--- src/rtl/regfile_pkg.sv ---
// Shared sizing constants for the register file and anything that talks to it.
package regfile_pkg;

    localparam int unsigned DATA_W   = 32;
    localparam int unsigned NUM_REGS = 32;
    localparam int unsigned ADDR_W   = $clog2(NUM_REGS);

    typedef logic [DATA_W-1:0] rf_data_t;
    typedef logic [ADDR_W-1:0] rf_addr_t;

endpackage

--- src/rtl/mux_32.sv ---
// 32:1 word selector used for each register-file read port.
module mux_32 #(
    parameter int unsigned DATA_W = 32,
    parameter int unsigned NUM    = 32,
    parameter int unsigned SEL_W  = 5
) (
    input  logic [SEL_W-1:0]  sel_i,
    input  logic [DATA_W-1:0] data_i [NUM],
    output logic [DATA_W-1:0] data_o
);

    always_comb begin
        data_o = data_i[sel_i];
    end

endmodule

--- src/rtl/register_32.sv ---
// DATA_W-bit storage register with load enable and synchronous active-high clear.
module register_32 #(
    parameter int unsigned W = 32
) (
    input  logic         clock,
    input  logic         clear_i,
    input  logic         en_i,
    input  logic [W-1:0] d_i,
    output logic [W-1:0] q_o
);

    logic [W-1:0] data_q;
    logic [W-1:0] data_d;

    // Clear wins over a simultaneous load.
    always_comb begin
        data_d = data_q;
        if (clear_i) begin
            data_d = '0;
        end else if (en_i) begin
            data_d = d_i;
        end
    end

    always_ff @(posedge clock) begin
        data_q <= data_d;
    end

    assign q_o = data_q;

endmodule

--- src/rtl/regfile.sv ---
// Two-read, one-write register file; r0 is hard-wired to zero, reads are
// combinational from current state with no write bypass.
module regfile #(
    parameter int unsigned DATA_W   = regfile_pkg::DATA_W,
    parameter int unsigned NUM_REGS = regfile_pkg::NUM_REGS,
    parameter int unsigned ADDR_W   = regfile_pkg::ADDR_W
) (
    input  logic              clock,
    input  logic              ctrl_reset,
    input  logic              ctrl_writeEnable,
    input  logic [ADDR_W-1:0] ctrl_writeReg,
    input  logic [DATA_W-1:0] data_writeReg,
    input  logic [ADDR_W-1:0] ctrl_readRegA,
    input  logic [ADDR_W-1:0] ctrl_readRegB,
    output logic [DATA_W-1:0] data_readRegA,
    output logic [DATA_W-1:0] data_readRegB
);

    logic [NUM_REGS-1:0] wr_en_c;
    logic [DATA_W-1:0]   regs [NUM_REGS];

    // One-hot write decode; slot 0 never enabled.
    always_comb begin
        wr_en_c = '0;
        if (ctrl_writeEnable) begin
            wr_en_c[ctrl_writeReg] = 1'b1;
        end
        wr_en_c[0] = 1'b0;
    end

    for (genvar i = 0; i < int'(NUM_REGS); i++) begin : g_reg
        if (i == 0) begin : g_zero
            assign regs[i] = '0;
        end else begin : g_store
            register_32 #(
                .W (DATA_W)
            ) u_reg (
                .clock   (clock),
                .clear_i (ctrl_reset),
                .en_i    (wr_en_c[i]),
                .d_i     (data_writeReg),
                .q_o     (regs[i])
            );
        end
    end

    mux_32 #(
        .DATA_W (DATA_W),
        .NUM    (NUM_REGS),
        .SEL_W  (ADDR_W)
    ) u_mux_a (
        .sel_i  (ctrl_readRegA),
        .data_i (regs),
        .data_o (data_readRegA)
    );

    mux_32 #(
        .DATA_W (DATA_W),
        .NUM    (NUM_REGS),
        .SEL_W  (ADDR_W)
    ) u_mux_b (
        .sel_i  (ctrl_readRegB),
        .data_i (regs),
        .data_o (data_readRegB)
    );

endmodule

--- config.mk ---
export PLATFORM = sky130hd
export DESIGN_NAME = regfile
export DESIGN_NICKNAME = d
export VERILOG_FILES = /design/src/rtl/regfile_pkg.sv /design/src/rtl/mux_32.sv /design/src/rtl/register_32.sv /design/src/rtl/regfile.sv
export SDC_FILE = /design/constraint.sdc
export NUM_CORES = 2
export LEC_CHECK = 0
export ABC_AREA = 1
export ABC_CLOCK_PERIOD_IN_PS = 1410
export BUFFER_PORTS_ARGS = -buffer_cell sky130_fd_sc_hd__buf_2
export CORE_MARGIN = 2
export CORE_UTILIZATION = 35
export DETAILED_ROUTE_END_ITERATION = 7
export PLACE_DENSITY_LB_ADDON = 0.12
export SLEW_MARGIN = 20
export SYNTH_ARGS = -nofsm -noshare
export SYNTH_HDL_FRONTEND = slang
export SYNTH_HIERARCHICAL = 1
export SYNTH_SLANG_ARGS = --single-unit
--- constraint.sdc ---
create_clock -name clock -period 1.41 [get_ports clock]
set_clock_uncertainty 0.05 [all_clocks]
set_input_delay 0.141 -clock clock [delete_from_list [all_inputs] [get_ports clock]]
set_output_delay 0.141 -clock clock [all_outputs]
set_load 0.05 [all_outputs]
==> impl_metrics.tcl <==
set metrics [dict create \
    status "complete, but fails checks" \
    violations "negative setup slack" \
    wl_per_cell_um 19.91 \
    synth_top_family_by_area "simple AND/OR/NAND/NOR gates" \
    fin_ws_ns -0.9058 \
    cts_sinks 992 \
    syn_to_final_growth_pct 31.16 \
    dpl.hpwl_um 192900 \
    power.switching_mw 23.57 \
    nets 11860 \
    seq_power_share_pct 37.3 \
    end_kind "primary output" \
    layout_commonest_cell "nand2_1" \
    holdCritPathClass "input port to flip-flop" \
    yosysWarnings 6 \
    drtPass1Iterations 7 \
    vias_per_cell 4.960 \
    initial_core_util_pct 35.13 \
    min_from "ctrl_writeReg[0]" \
    grtUsageMet1_pct 37.49 \
    root_buffer "clkbuf_16" \
    overflow 0 \
    route.detailed.drc 0 \
    avgSynthCellArea_um2 5.649 \
    cp_slowest_stage_delay_ns 0.34 \
    cts_max_path_buffers 3 \
    slowest_stage "dfxtp_2" \
    p_per_area_nw_per_um2 927.3 \
    setup_viol 64 \
    io_pins 114 \
    muxShareOfSynthArea_pct 0 \
    p_leak_nw 39.14 \
    totalWireLength_um 284100 \
    synth_simple_gate_area_share_pct 53.04 \
    holdPathStages 6 \
    diodes 0 \
    synth_area_um2 63300 \
    synth_adder_area_share_pct 0 \
    pwr-share-comb_pct 19.1 \
    routed-via-count 70770 \
    yosys.cell_types.count 16 \
    p_int_mw 53.41 \
    dieHeight_um 429.3 \
    p_clk_share_pct 43.6 \
    grt_busiest_layer "met2" \
    grt_setup_unrepaired "yes" \
    synth_cells 11210 \
    grt_max_degree 51 \
    grt_usage_pct 29.82 \
    routabilityCongestion 0.9568 \
    whs_endpoint "g_reg[29].g_store.u_reg/q_o[8]" \
    place_area_um2 73140 \
    max_freq_mhz 431.8 \
    timing.critical_path.cells "nand2_1, nand3_1, nand3_2, nand2_4, nand2_2, nand2_2, nand2_2, nand2_4, buf_8" \
    finalCritPeriodShare_pct 164.2 \
    rows 156 \
    largest_reg_flops 992 \
    r2r_end "g_reg[21].g_store.u_reg/q_o[24]" \
    clk_latency_ns 0.78 \
    cap_violations 0 \
    antenna_found_initial 1 \
    htreeDepth 4 \
    grt_pass1_wl_um 419500 \
    use_met2_pct 49.87 \
    rrSetupSlack_ns 0.44 \
    synth-xor-area-share_pct 0 \
    slew_viol_final 0 \
    first_global_vias 65520 \
    arrival_ns 2.12 \
    ys_seq_area_share_pct 31.38 \
    synth_top_cell_by_area "dfxtp_1" \
    fin_hold_ws_ns 0.08038 \
    drive_above_1_share_pct 24.07 \
    finalCriticalPeriod_ns 2.316 \
    cts_tree "done" \
    synth_compound_area_share_pct 0 \
    ys_ff_latch 992 \
    finalSetupTns_ns -51.38 \
    swShare_pct 30.62 \
    r2r_cells 5 \
    stdcell_area_um2 83020 \
    ant_nets 0 \
    pre_cts_ws_ns -0.8179 \
    path_common_cell "nand2_2" \
    required_ns 1.22 \
    r2r-start "g_reg[21].g_store.u_reg/q_o[24]" \
    core_um2 180200 \
    path_max_fanout 3 \
    synth_top_area_share_pct 31.38 \
    cp-start-kind "flip-flop" \
    clk_pin_slew_ns 0.06 \
    max-vdd-ir-drop_mv 1.035 \
    final_cell_mix "nand2_1 (4266), nor2_1 (1985), nand3_1 (1268)" \
    crit_type "flip-flop to primary output" \
    die_area_um2 184300 \
    drtIter0Drc 6313 \
    die_w_um 429.3 \
    portBuffers 113 \
    hold_viol 0 \
    grt_use_met3_pct 3.505 \
    synth_area_leaders "dfxtp_1 (31%), nand2_1 (29%), nand3_1 (12%)" \
    cts_buffers 130 \
]
## critical path: cells and delay by family, from the launching register on
family	cells	cell delay, ns
AND/OR/NAND/NOR	8	0.83
flip-flops	1	0.34
buffers and inverters	1	0.17
## power by group through the flow
| stage | Sequential, mW | Clock [mW] | Combinational [mW] |
|---|---|---|---|
| after global placement | 29.3 | 0 | 12.8 |
| after global routing | 28.7 | 35.4 | 15.5 |
| after CTS | 28.7 | 34.3 | 14.0 |
| after detailed placement | 29.3 | 0 | 12.9 |
| final | 28.7 | 33.6 | 14.7 |
| after floorplan | 29.2 | 0 | 7.07 |
## cell type report
class	count	area, um2
clock buffer	201	4039
clock inverter	23	187.7
fill	18600	97140
inverter	1038	3976
multi-input combinational	8492	38060
sequential	992	20690
tap	2370	2965
timing repair buffer	1154	13110
## worst max path at each step
stage,start,end
after floorplan,ctrl_readRegA[0],data_readRegA[16]
after global placement,ctrl_readRegB[0],data_readRegB[31]
after detailed placement,ctrl_readRegB[0],data_readRegB[31]
after CTS,g_reg[18].g_store.u_reg/q_o[14],data_readRegA[14]
after global routing,g_reg[22].g_store.u_reg/q_o[11],data_readRegB[11]
final,g_reg[20].g_store.u_reg/q_o[11],data_readRegB[11]
## logic make-up (layout without fill, tap and decap cells)
kind of cell  count (synthesis)  after routing
buf+inv                    1784           2416
flops                       992            992
other cells                   1             64
simple gates               8428           8428
## metal layers
layer  share of wire [%]  vias to the layer above  routed length, um
met2                  46                     2684             131400
met5                   0                        -                  0
met1                  42                    32630             119200
met4                 5.8                        0              16380
met3                 6.0                      630              17060
li1                    -                    34830                  -
## per-stage QoR
step / std cells / total power, mW / util, %
detailed placement: 13990 / 42.15 / 40.60
finish: 14270 / 76.99 / 46.08
CTS: 14250 / 76.92 / 44.70
floorplan: 11270 / 36.29 / -
global route: 14270 / 79.63 / 46.08
global placement: 13990 / 42.09 / 40.60
## synth_stat cells
cell      count
inv_1      1032
clkbuf_4      2
nor2_1     2016
conb_1        1
buf_2       255
nand2_1    4866
buf_12        2
dfxtp_1     992
buf_8         2
buf_1        28
buf_6       329
buf_4        80
inv_2         4
clkbuf_1     48
nand3_1    1546
inv_8         2
## repair_timing
item / 4_1_cts / 5_1_grt
hold endpoints to repair: 992 / 0
hold buffers: 34 / 0
endpoints found under the setup margin: 64 / 64
resized for setup: 1067 / 760
buffers inserted: 8 / 18
pin swaps: 290 / 351
(Power assumes the default switching activity.)
